--- config.mk ---
export PLATFORM = sky130hd
export DESIGN_NAME = mux16_rr_sched
export DESIGN_NICKNAME = d
export VERILOG_FILES = /design/src/rtl/mux16_rr_sched.sv
export SDC_FILE = /design/constraint.sdc
export NUM_CORES = 1
export LEC_CHECK = 0
export ABC_AREA = 1
export CAP_MARGIN = 10
export CORE_UTILIZATION = 59
export DETAILED_ROUTE_END_ITERATION = 10
export PLACE_DENSITY = 0.95
export SLEW_MARGIN = 20
export SYNTH_ARGS = -nofsm -noshare
export SYNTH_HDL_FRONTEND = slang
export SYNTH_SLANG_ARGS = --single-unit
--- constraint.sdc ---
create_clock -name clk -period 8.5 [get_ports clk]
set_input_delay 1.7 -clock clk [delete_from_list [all_inputs] [get_ports clk]]
set_output_delay 1.7 -clock clk [all_outputs]
set_load 0.01 [all_outputs]
--- src/rtl/mux16_rr_sched.sv ---
// mux16_rr_sched: 16-requester round-robin arbiter driving a 16:1 bit mux.
// A grant is held in SEND until the consumer takes the bit (out_ready). The
// grant is also dropped if the requester withdraws its request, or if the
// consumer stalls for TIMEOUT cycles (an abort, which raises err).
// Exactly one grant is issued per transfer. A one-cycle IDLE bubble always
// separates two grants.

module mux16_rr_sched #(
  parameter int TIMEOUT = 8
) (
  input  logic        clk,
  input  logic        rst_n,
  input  logic [15:0] req,
  input  logic [15:0] in,
  input  logic        out_ready,
  output logic [3:0]  sel,
  output logic [15:0] gnt,
  output logic        out,
  output logic        out_valid,
  output logic        err,
  output logic [7:0]  xfer_cnt
);

  localparam logic [3:0] TIMEOUT_L = 4'(TIMEOUT);

  typedef enum logic [0:0] {
    ST_IDLE = 1'b0,
    ST_SEND = 1'b1
  } state_t;

  state_t      state_r;
  logic [3:0]  sel_r;
  logic [15:0] gnt_r;
  logic        out_valid_r;
  logic        err_r;
  logic [7:0]  xfer_cnt_r;
  logic [3:0]  stall_r;
  logic [3:0]  last_r;

  logic [3:0]  pick_s;
  logic        any_req_s;
  logic        xfer_s;
  logic        withdraw_s;
  logic [3:0]  stall_inc_s;
  logic        timeout_s;
  logic        out_s;

  // Round-robin search: first set request strictly after 'l', wrapping 15->0.
  // The final probe (k = 16) lands on 'l' itself, so a lone requester can be
  // re-granted after its own turn.
  function automatic logic [3:0] rr_pick(input logic [15:0] r, input logic [3:0] l);
    logic [3:0] idx;
    logic [3:0] pick;
    logic       hit;
    pick = 4'd0;
    hit  = 1'b0;
    for (int k = 1; k <= 16; k++) begin
      idx = l + k[3:0];
      if (!hit && r[idx]) begin
        pick = idx;
        hit  = 1'b1;
      end
    end
    return pick;
  endfunction

  // One-hot decode of a select index into a grant vector.
  function automatic logic [15:0] onehot16(input logic [3:0] idx);
    return 16'd1 << idx;
  endfunction

  // Next-grant search and SEND-state exit conditions.
  always_comb begin
    any_req_s   = (req != 16'd0);
    pick_s      = rr_pick(req, last_r);
    xfer_s      = out_valid_r & out_ready;
    withdraw_s  = ~req[sel_r];
    stall_inc_s = stall_r + 4'd1;
    timeout_s   = (~out_ready) & (stall_inc_s == TIMEOUT_L);
    out_s       = in[sel_r] & out_valid_r;
  end

  // Arbitration FSM: all grant, status and counter state is registered here.
  always_ff @(posedge clk or negedge rst_n) begin
    if (!rst_n) begin
      state_r     <= ST_IDLE;
      sel_r       <= 4'd0;
      gnt_r       <= 16'd0;
      out_valid_r <= 1'b0;
      err_r       <= 1'b0;
      xfer_cnt_r  <= 8'd0;
      stall_r     <= 4'd0;
      last_r      <= 4'd15;
    end else begin
      case (state_r)
        ST_IDLE: begin
          // err is a single-cycle pulse. It is raised on the abort edge and
          // cleared on the next edge, which is this IDLE cycle.
          err_r <= 1'b0;
          if (any_req_s) begin
            state_r     <= ST_SEND;
            sel_r       <= pick_s;
            gnt_r       <= onehot16(pick_s);
            out_valid_r <= 1'b1;
            stall_r     <= 4'd0;
          end else begin
            state_r     <= ST_IDLE;
            gnt_r       <= 16'd0;
            out_valid_r <= 1'b0;
          end
        end
        ST_SEND: begin
          if (xfer_s) begin
            // A transfer wins over both withdrawal and timeout on the same edge.
            state_r     <= ST_IDLE;
            gnt_r       <= 16'd0;
            out_valid_r <= 1'b0;
            last_r      <= sel_r;
            xfer_cnt_r  <= xfer_cnt_r + 8'd1;
            err_r       <= 1'b0;
          end else if (withdraw_s) begin
            // Requester gave up. Drop quietly and keep its priority position.
            state_r     <= ST_IDLE;
            gnt_r       <= 16'd0;
            out_valid_r <= 1'b0;
            err_r       <= 1'b0;
          end else if (timeout_s) begin
            // Consumer stalled too long. Abort and move priority past this requester.
            state_r     <= ST_IDLE;
            gnt_r       <= 16'd0;
            out_valid_r <= 1'b0;
            last_r      <= sel_r;
            err_r       <= 1'b1;
          end else begin
            state_r <= ST_SEND;
            err_r   <= 1'b0;
            if (!out_ready) begin
              stall_r <= stall_inc_s;
            end else begin
              stall_r <= stall_r;
            end
          end
        end
        default: begin
          state_r     <= ST_IDLE;
          gnt_r       <= 16'd0;
          out_valid_r <= 1'b0;
          err_r       <= 1'b0;
          stall_r     <= 4'd0;
        end
      endcase
    end
  end

  assign sel       = sel_r;
  assign gnt       = gnt_r;
  assign out_valid = out_valid_r;
  assign err       = err_r;
  assign xfer_cnt  = xfer_cnt_r;
  assign out       = out_s;

endmodule

* Yosys cells after proc, flatten, opt, wreduce, memory -nomap -nowiden
Cells that the tools add are included.
** Storage, ports and cells
- Register bits :: 39
- Input port bits :: 35
- Output and inout bits :: 31
- Logic and storage cells :: 186
** Operators by class
- Add/subtract/negate cells :: 17
- $lt $le $gt $ge :: 17
- Equality and inequality tests :: 7
- Shift-type cells :: 1
- Mux-type cells :: 94
- Bitwise logic cells :: 5
- Reductions and logical operators :: 37
** Operator list (count)
- 4-bit two-way mux :: 24
- 4-bit by 5-bit < comparator with 1-bit output, second input constant :: 17
- 1-bit binary-select mux with 4-bit select :: 18
- 16-bit two-way mux :: 4
- 1-bit two-way mux :: 43
- 4-bit adder, second input constant :: 8
- 16-bit case mux with 2 select lines :: 1
- 4-bit by 3-bit adder with 4-bit output, second input constant :: 4
- 16-bit nonzero test :: 1
- 1-bit by 4-bit left shift with 16-bit output, first input constant :: 1
- 1-bit logical AND :: 15
- 1-bit zero test :: 15
- 4-bit by 1-bit adder with 4-bit output, second input constant :: 2
- 4-bit by 2-bit adder with 4-bit output, second input constant :: 2
- 8-bit by 1-bit adder with 8-bit output, second input constant :: 1
- 2-bit != test, second input constant :: 4
- 4-bit case mux with 2 select lines :: 1
- 1-bit case mux with 2 select lines :: 3
- 5-bit AND reduction :: 1
- 4-bit == test, second input constant :: 1
- 4-bit != test, second input constant :: 1
- 2-bit AND reduction :: 2
- 2-bit nonzero test :: 2
- 1-bit AND :: 3
- 3 further kinds :: 4

* Logic depth before layout (Yosys ltp)
Gate-level depths: netlist of run 1.
- Depth after elaboration :: 52
- Mapped depth :: 30

* Worst setup path before layout of run 1
No wires, ideal clock.
- Path type :: in2out
- Start :: input in[10]
- End :: output out
- Arrival time :: 2.324 ns
- Required time :: 6.800 ns
- Path slack :: 4.476 ns
- Stages :: 4
- Cell sequence :: o21ai_0 o221ai_1 nand3_1 a21boi_0
** Between the ends
- Word-level cells in the longest chain between the ends :: 3
** RTL lines
- from (decl) :: RTL line 14 : input logic [15:0] in,
- 1-bit binary-select mux with 4-bit select :: RTL line 80 : out_s = in[sel_r] & out_valid_r;
- 1-bit two-way mux (implied by the code) :: RTL line 80
- 1-bit AND :: RTL line 80
- to (decl) :: RTL line 18 : output logic out,
Every way passes these cells. The select of a mux whose other input is x is not followed.

* Worst setup path after layout of run 1
- Start :: input in[14]
- End :: output out
Same word-level chain as after synthesis.

==> impl_table.tex, run 1 <==
\begin{tabular}{lr}
\hline
Metric & Value \\
\hline
\multicolumn{2}{l}{\textbf{Detailed routing}} \\
\quad DR WL/cell & 15.7 um \\
\quad Sum of routed wire length over all layers & 12,200 um \\
\quad Number of nets with antenna violations after detailed routing & 0 \\
\quad Number of remaining DRC errors & 0 \\
\quad Routed via count & between 4,000 and 5,000 \\
\quad First DRT Iteration DRCs & roughly 530 \\
\quad DR pass1 iterations & 6 \\
\quad Vias per std cell & just under 6 \\
\multicolumn{2}{l}{\textbf{Synthesis}} \\
\quad Largest family of logic cells by synthesized area & simple AND/OR/NAND/NOR gates \\
\quad Area fraction in compound gates after synthesis & 7.66\% \\
\quad Area leader, netlist & sky130\_fd\_sc\_hd\_\_dfrtp\_1 \\
\quad Number of enable flip-flop cells after synthesis & 0 \\
\quad Proportion of synthesized flip-flops having asynchronous set or reset & between 90\% and 100\% \\
\quad Post-Synth Adder-Cell Area & 3.45\% \\
\quad Synth top area share & a little over a fifth \\
\quad Xor and xnor area share after synthesis & between 4 and 5\% \\
\quad Sequential fraction of the synthesis area & 24.6\% \\
\quad Area contributors post-synth & sky130\_fd\_sc\_hd\_\_dfrtp\_1, sky130\_fd\_sc\_hd\_\_nand2\_1, sky130\_fd\_sc\_hd\_\_nand3\_1, sky130\_fd\_sc\_hd\_\_inv\_1, sky130\_fd\_sc\_hd\_\_nor2\_1 \\
\quad Post-Synthesis Mean Instance Area & 6.17 um\^{}2 \\
\quad Number of instances in the synthesized netlist & 646 \\
\quad Multiplexer area fraction after synthesis & 0.282\% \\
\quad Post-synthesis simple-gate area fraction & 50.5\% \\
\quad Syn. warnings & 0 \\
\quad Post-synth net total & 692 \\
\quad Number of synthesized register bits & 39 \\
\quad Synth unique cells & 40 \\
\quad Synth Cell Area & 0.00399 mm\^{}2 \\
\quad Predominant post-synthesis flop cell & sky130\_fd\_sc\_hd\_\_dfrtp\_1 \\
\multicolumn{2}{l}{\textbf{CTS}} \\
\quad Hold\_buf cts & 0 \\
\quad Clock sink count & 39 \\
\quad Setup Buffers After CTS & 0 \\
\quad Worst skew pair latency & $\sim$0.30 ns \\
\quad TritonCTS clock tree & built \\
\quad Deepest clock path buffer count & 2 \\
\quad \# H-tree levels & 2 \\
\quad Clock slew at reported path FFs & 0.07 ns \\
\quad Buffer type at the clock tree root & sky130\_fd\_sc\_hd\_\_clkbuf\_8 \\
\quad TritonCTS Buffers & 5 \\
\quad Post\_cts resized & 0 \\
\multicolumn{2}{l}{\textbf{Placed design}} \\
\quad Hpwl dp & about 9400 um \\
\quad Port-buffer cells & 65 \\
\quad Cells after DPL & slightly below 800 \\
\quad Gp weighted congestion & 0.964 \\
\multicolumn{2}{l}{\textbf{Finish}} \\
\quad Fin cells & 779 \\
\quad Highest-count cells in the layout ignoring fill and taps & sky130\_fd\_sc\_hd\_\_nand2\_1, sky130\_fd\_sc\_hd\_\_nand3\_1, sky130\_fd\_sc\_hd\_\_inv\_1 \\
\quad Commonest non-fill, non-tap cell in the layout & sky130\_fd\_sc\_hd\_\_nand2\_1 \\
\quad Count of nets after finishing & 747 \\
\quad Synthesis-to-layout area growth & 18.4\% \\
\quad Share of final-layout standard cells stronger than drive strength 1 & under 10\% \\
\quad Final antenna diode count & 0 \\
\multicolumn{2}{l}{\textbf{Run status}} \\
\quad Result of the run & complete, no violations \\
\multicolumn{2}{l}{\textbf{Timing}} \\
\quad Clk\_skew & 0.00814 ns \\
\quad Final setup violation count & 0 \\
\quad Setup Total Neg Slack & 0 ns \\
\quad Crit share post-route & 60.2\% \\
\quad Rel. slew slack & 24.3\% \\
\quad Worst hold margin & approximately 0.5 ns \\
\quad Clock period minus final worst setup slack & 5.12 ns \\
\quad Final Max Tran Viols & 0 \\
\quad Final Hold Violating Endpoints & 0 \\
\quad Pin slew with the least headroom to its limit & around 1.1 ns \\
\quad RSZ-0062 raised after global routing & false \\
\quad Fmax & 195 MHz \\
\multicolumn{2}{l}{\textbf{Critical path}} \\
\quad Crit-path max cell delay & $\sim$0.58 ns \\
\quad Cell repeated most along the worst path & sky130\_fd\_sc\_hd\_\_clkdlybuf4s50\_1 \\
\quad Cell Chain, Critical Path & clkdlybuf4s50\_1 -> o21ai\_0 -> o221ai\_1 -> nand3\_1 -> a21boi\_0 -> clkdlybuf4s50\_1 \\
\quad Data required time at the worst endpoint & 6.80 ns \\
\quad Critical Path End Type & output pin \\
\quad Setup Crit Path Kind & input port to output pin \\
\quad Highest net fanout along the worst path & 1 \\
\quad Crit-path slowest cell & sky130\_fd\_sc\_hd\_\_clkdlybuf4s50\_1 \\
\quad Category of the worst setup path launch point & input port \\
\quad Family with the most delay on the worst path & buffers and inverters \\
\quad Arrival time worst endpoint & between 3 and 4 ns \\
\quad Bufs and invs on worst path & 2 \\
\multicolumn{2}{l}{\textbf{GRT}} \\
\quad Total GRT Usage & 35.5\% \\
\quad Grt met1 use & 46.1\% \\
\quad Met2 routing resource usage after global routing & between 60\% and 70\% \\
\quad GR met3 Demand/Resource & 4.92\% \\
\quad Number of global-route vias before repair & 4,358 \\
\quad Antenna violations before repair & 0 \\
\quad Largest net degree at the start of global routing & 40 \\
\quad First-pass GRT wire length & 20,100 um \\
\quad Grt ovf & 0 \\
\quad Busiest layer in global routing & met2 \\
\multicolumn{2}{l}{\textbf{Floorplanning}} \\
\quad Num rows & 29 \\
\quad Effective utilization at floorplan & 62.1\% \\
\quad Die outline area & 0.00709 mm\^{}2 \\
\quad Die Ht & 84.2 um \\
\quad Top-level port count & 66 \\
\quad DIE WIDTH & $\sim$84 um \\
\quad Core Footprint & 0.00642 mm\^{}2 \\
\multicolumn{2}{l}{\textbf{Worst hold path}} \\
\quad Class of the tightest hold or removal check & flop to flop \\
\multicolumn{2}{l}{\textbf{Flow run}} \\
\quad Max Cap Violations & 0 \\
\hline
\end{tabular}
per-stage QoR:
step	area, um^2	setup slack [ns]	utilization (%)
6_report	4720	3.38	73.5
4_1_cts	4720	3.40	73.5
2_1_floorplan	3990	4.48	-
3_5_place_dp	4640	3.42	72.2
3_3_place_gp	4640	3.58	72.2
5_1_grt	4720	3.22	73.5
state kept, by name (all words and copies together) (netlist names):
name       cells
err            1
gnt           16
last_r         4
out_valid      1
sel            4
stall_r        4
state_r        1
xfer_cnt       8
worst paths after layout:
check | startpoint | to | slack [ns] | cells after the start
setup / recovery | in[14] | out | 3.38 | 6
setup reg to reg | last_r[1] | gnt[1] | 3.52 | 23
max in group asynchronous | rst_n | xfer_cnt[2] | 6.49 | 1
hold reg to reg | gnt[9] | gnt[9] | 0.49 | 2
hold / removal | gnt[9] | gnt[9] | 0.49 | 2
min in group asynchronous | rst_n | stall_r[3] | 1.50 | 1
logic make-up after synthesis:
| family | count (synthesis) |
|---|---|
| AND/OR/NAND/NOR | 434 |
| XOR/XNOR | 18 |
| buffers and inverters | 90 |
| multiplexers | 1 |
| adder cells (fa/ha/maj) | 11 |
| AO/OA/AOI/OAI | 53 |
| flip-flops | 39 |
worst reg2reg max path, cell delays in order, from the launching register on:
cell and delay [ns]:
sky130_fd_sc_hd__dfstp_2 0.77, sky130_fd_sc_hd__inv_1 0.39, sky130_fd_sc_hd__ha_1 0.60, sky130_fd_sc_hd__inv_1 0.42, sky130_fd_sc_hd__nand3_1 0.20, sky130_fd_sc_hd__nand3_1 0.14
sky130_fd_sc_hd__nand2_1 0.06, sky130_fd_sc_hd__nand2_1 0.09, sky130_fd_sc_hd__nand2_2 0.10, sky130_fd_sc_hd__nor2_4 0.22, sky130_fd_sc_hd__nand4_4 0.14, sky130_fd_sc_hd__nor2_8 0.18
sky130_fd_sc_hd__nand4_4 0.16, sky130_fd_sc_hd__nor2_8 0.19, sky130_fd_sc_hd__nand4_4 0.12, sky130_fd_sc_hd__nor2_2 0.20, sky130_fd_sc_hd__nor2_1 0.11, sky130_fd_sc_hd__nand2_1 0.09
sky130_fd_sc_hd__nand2_1 0.06, sky130_fd_sc_hd__nand2_1 0.13, sky130_fd_sc_hd__nand3_1 0.13, sky130_fd_sc_hd__nor2_1 0.19, sky130_fd_sc_hd__nand4_1 0.15, sky130_fd_sc_hd__nand2_1 0.10
Yosys cell counts, types with 3 or more instances:
| cell | count |
|---|---|
| sky130_fd_sc_hd__o21ai_0 | 26 |
| sky130_fd_sc_hd__a21oi_1 | 12 |
| sky130_fd_sc_hd__nand2_4 | 3 |
| sky130_fd_sc_hd__nand3_1 | 126 |
| sky130_fd_sc_hd__nand4_4 | 3 |
| sky130_fd_sc_hd__nor2_2 | 5 |
| sky130_fd_sc_hd__dfrtp_1 | 35 |
| sky130_fd_sc_hd__inv_2 | 3 |
| sky130_fd_sc_hd__dfstp_2 | 4 |
| sky130_fd_sc_hd__buf_4 | 3 |
| sky130_fd_sc_hd__o221ai_1 | 4 |
| sky130_fd_sc_hd__inv_1 | 67 |
| sky130_fd_sc_hd__nor2_1 | 57 |
| sky130_fd_sc_hd__ha_1 | 11 |
| sky130_fd_sc_hd__buf_2 | 7 |
| sky130_fd_sc_hd__clkbuf_1 | 5 |
| sky130_fd_sc_hd__xnor2_1 | 3 |
| sky130_fd_sc_hd__nand2_2 | 9 |
| sky130_fd_sc_hd__nand4_1 | 16 |
| sky130_fd_sc_hd__clkinv_1 | 3 |
| sky130_fd_sc_hd__nand2_1 | 202 |
| sky130_fd_sc_hd__xor2_1 | 14 |
per-layer routing:
| layer | wire [um] | share of wire, % |
|---|---|---|
| met5 | 0 | 0 |
| met4 | 343 | 2.8 |
| met3 | 864 | 7.1 |
| met2 | 5930 | 49 |
| met1 | 5070 | 42 |
layout make-up:
type | count | area [um^2]
repair buffers | 65 | 646
clock inverters | 2 | 12.5
fillers | 525 | 1700
multi-input cells | 517 | 2640
inverters | 73 | 274
flip-flops and latches | 39 | 981
clock buffers | 6 | 72.6
well taps | 77 | 96.3
Power of run 1 is left out: the tool's default activity adds up to more than one toggle a clock period on the data nets, which glitch-free logic cannot reach.
==> run 2: changes to the inputs <==
CORE_UTILIZATION = 50   (was 59)
PLACE_DENSITY = 0.9   (was 0.95)
clock period = 4.35 ns   (was 8.5 ns; I/O delays follow)
==> run 2 against run 1 <==
  * Sequential share of layout area shrank 0.50 points
  * Design area grew 2.5%
  * Register-to-register slack worse by 3.0 ns
  * Worst setup slack worse by 2.9 ns
==> impl_table.tex, run 2 (synthesis results as in run 1) <==
\begin{tabular}{lr}
\hline
Metric & Value \\
\hline
\multicolumn{2}{l}{\textbf{Timing}} \\
\quad Final setup violation count & 0 \\
\quad Final Hold Violating Endpoints & 0 \\
\quad Clock period minus final worst setup slack & 3.85 ns \\
\quad Fmax & roughly 260 MHz \\
\quad Final Max Tran Viols & 0 \\
\quad Crit share post-route & 88.5\% \\
\quad Setup Total Neg Slack & 0 ns \\
\quad RSZ-0062 raised after global routing & false \\
\quad Clk\_skew & 0.00472 ns \\
\quad Pin slew with the least headroom to its limit & roughly 0.84 ns \\
\quad Rel. slew slack & 44.1\% \\
\multicolumn{2}{l}{\textbf{Detailed routing}} \\
\quad DR pass1 iterations & 6 \\
\quad Routed via count & 4,659 \\
\quad Number of nets with antenna violations after detailed routing & 0 \\
\quad Number of remaining DRC errors & 0 \\
\quad DR WL/cell & 15.2 um \\
\quad Vias per std cell & 5.74 \\
\quad Sum of routed wire length over all layers & 12,300 um \\
\quad First DRT Iteration DRCs & between 300 and 400 \\
\multicolumn{2}{l}{\textbf{Floorplanning}} \\
\quad Top-level port count & 66 \\
\quad DIE WIDTH & 91.3 um \\
\quad Core Footprint & 0.00773 mm\^{}2 \\
\quad Effective utilization at floorplan & 51.6\% \\
\quad Die outline area & $\sim$0.0083 mm\^{}2 \\
\quad Die Ht & 91.3 um \\
\quad Num rows & 32 \\
\multicolumn{2}{l}{\textbf{Finish}} \\
\quad Register cell area after layout & 981 um\^{}2 \\
\quad Number of flip-flops under the largest register name & 16 \\
\quad Commonest non-fill, non-tap cell in the layout & sky130\_fd\_sc\_hd\_\_nand2\_1 \\
\quad Highest-count cells in the layout ignoring fill and taps & sky130\_fd\_sc\_hd\_\_nand2\_1, sky130\_fd\_sc\_hd\_\_nand3\_1, sky130\_fd\_sc\_hd\_\_inv\_1 \\
\quad Count of nets after finishing & 756 \\
\quad Synthesis-to-layout area growth & 21.3\% \\
\quad Count of filler cells inserted in the layout & 665 \\
\quad Share of final-layout standard cells stronger than drive strength 1 & 7.75\% \\
\quad Final antenna diode count & 0 \\
\quad Combined area of the multi-input logic cells & 0.00264 mm\^{}2 \\
\quad Final standard cell utilization of the core & about 63\% \\
\multicolumn{2}{l}{\textbf{Critical path}} \\
\quad Family with the most delay on the worst path & simple AND/OR/NAND/NOR gates \\
\quad Cell Chain, Critical Path & inv\_2 -> ha\_1 -> inv\_1 -> nand3\_1 -> nand3\_1 -> nand2\_1 -> nand2\_1 -> nand2\_2 -> nor2\_4 -> nand4\_4 -> nor2\_8 -> nand4\_4 -> nor2\_8 -> nand4\_4 -> nor2\_4 -> nand2\_4 -> nor2\_2 -> inv\_1 -> nand3\_2 -> nand2\_2 -> nor2\_1 -> nand3\_1 -> nand2\_1 \\
\quad Crit-path max cell delay & 0.54 ns \\
\quad Data required time at the worst endpoint & 4.59 ns \\
\quad Crit-path slowest cell & sky130\_fd\_sc\_hd\_\_dfstp\_2 \\
\quad Setup Crit Path Kind & flop to flop \\
\quad Arrival time worst endpoint & 4.09 ns \\
\quad Highest net fanout along the worst path & 13 \\
\quad Bufs and invs on worst path & 3 \\
\quad Critical Path End Type & flop \\
\quad Category of the worst setup path launch point & flop \\
\multicolumn{2}{l}{\textbf{Placed design}} \\
\quad Hpwl dp & 9520 um \\
\quad Port-buffer cells & 65 \\
\quad Gp weighted congestion & 0.962 \\
\multicolumn{2}{l}{\textbf{CTS}} \\
\quad Deepest clock path buffer count & 2 \\
\quad Hold\_buf cts & 0 \\
\quad Worst skew pair latency & 0.30 ns \\
\quad Clock sink count & 39 \\
\quad Post\_cts resized & 0 \\
\quad TritonCTS Buffers & 5 \\
\quad TritonCTS clock tree & built \\
\quad \# H-tree levels & 2 \\
\quad Setup Buffers After CTS & 0 \\
\quad Clock slew at reported path FFs & 0.07 ns \\
\quad Buffer type at the clock tree root & sky130\_fd\_sc\_hd\_\_clkbuf\_8 \\
\multicolumn{2}{l}{\textbf{GRT}} \\
\quad Number of global-route vias before repair & about 4,500 \\
\quad Grt ovf & 0 \\
\quad First-pass GRT wire length & 20,300 um \\
\quad Total GRT Usage & 30.4\% \\
\quad Largest net degree at the start of global routing & 40 \\
\quad Antenna violations before repair & 0 \\
\multicolumn{2}{l}{\textbf{Run status}} \\
\quad Result of the run & complete, no violations \\
\multicolumn{2}{l}{\textbf{Worst hold path}} \\
\quad Class of the tightest hold or removal check & flop to flop \\
\multicolumn{2}{l}{\textbf{Flow run}} \\
\quad Max Cap Violations & 0 \\
\hline
\end{tabular}
==> run 2: worst register-to-register path: stages (launching register included) <==
cell,delay (ns)
sky130_fd_sc_hd__dfstp_2,0.54
sky130_fd_sc_hd__inv_2,0.04
sky130_fd_sc_hd__ha_1,0.31
sky130_fd_sc_hd__inv_1,0.33
sky130_fd_sc_hd__nand3_1,0.17
sky130_fd_sc_hd__nand3_1,0.14
sky130_fd_sc_hd__nand2_1,0.06
sky130_fd_sc_hd__nand2_1,0.08
sky130_fd_sc_hd__nand2_2,0.10
sky130_fd_sc_hd__nor2_4,0.21
sky130_fd_sc_hd__nand4_4,0.14
sky130_fd_sc_hd__nor2_8,0.18
sky130_fd_sc_hd__nand4_4,0.15
sky130_fd_sc_hd__nor2_8,0.18
sky130_fd_sc_hd__nand4_4,0.12
sky130_fd_sc_hd__nor2_4,0.16
sky130_fd_sc_hd__nand2_4,0.09
sky130_fd_sc_hd__nor2_2,0.10
sky130_fd_sc_hd__inv_1,0.06
sky130_fd_sc_hd__nand3_2,0.12
sky130_fd_sc_hd__nand2_2,0.09
sky130_fd_sc_hd__nor2_1,0.17
sky130_fd_sc_hd__nand3_1,0.15
sky130_fd_sc_hd__nand2_1,0.09
==> run 2: layout make-up <==
type | instances | share of cell area, %
multi-input combinational | 517 | 54.6
sequential | 39 | 20.3
timing repair buffer | 74 | 14.7
inverter | 73 | 5.66
tap | 102 | 2.64
clock buffer | 6 | 1.50
clock inverter | 1 | 0.621
==> run 2: per-layer routing <==
| layer | track usage [%] | part of all wire (%) | vias up |
|---|---|---|---|
| met1 | 37.0 | 41 | 2129 |
| met5 | 0 | 0 | - |
| met2 | 51.6 | 48 | 242 |
| li1 | - | - | 2229 |
| met4 | 16.9 | 4.8 | 0 |
| met3 | 4.36 | 6.7 | 59 |
==> run 2: stage by stage <==
stage | hold slack, ns | instance area (um^2) | setup slack [ns] | instances
global route | 0.501 | 4840 | 0.0985 | 812
global placement | 0.459 | 4730 | 0.490 | 805
CTS | 0.483 | 4840 | 0.535 | 812
floorplan | 0.507 | 3990 | 0.804 | 646
detailed placement | 0.469 | 4730 | 0.384 | 805
finish | 0.475 | 4840 | 0.501 | 812
==> run 2: final timing paths <==
path                              from          end  slack, ns  cells after the start
setup / recovery             last_r[0]      gnt[10]       0.50                     23
max in group asynchronous        rst_n   stall_r[1]       3.15                      1
min in group asynchronous        rst_n      gnt[13]       0.67                      1
hold reg to reg            xfer_cnt[7]  xfer_cnt[7]       0.48                      1
setup reg to reg             last_r[0]      gnt[10]       0.50                     23
hold / removal             xfer_cnt[7]  xfer_cnt[7]       0.48                      1
Power of run 2 is left out for the same reason.
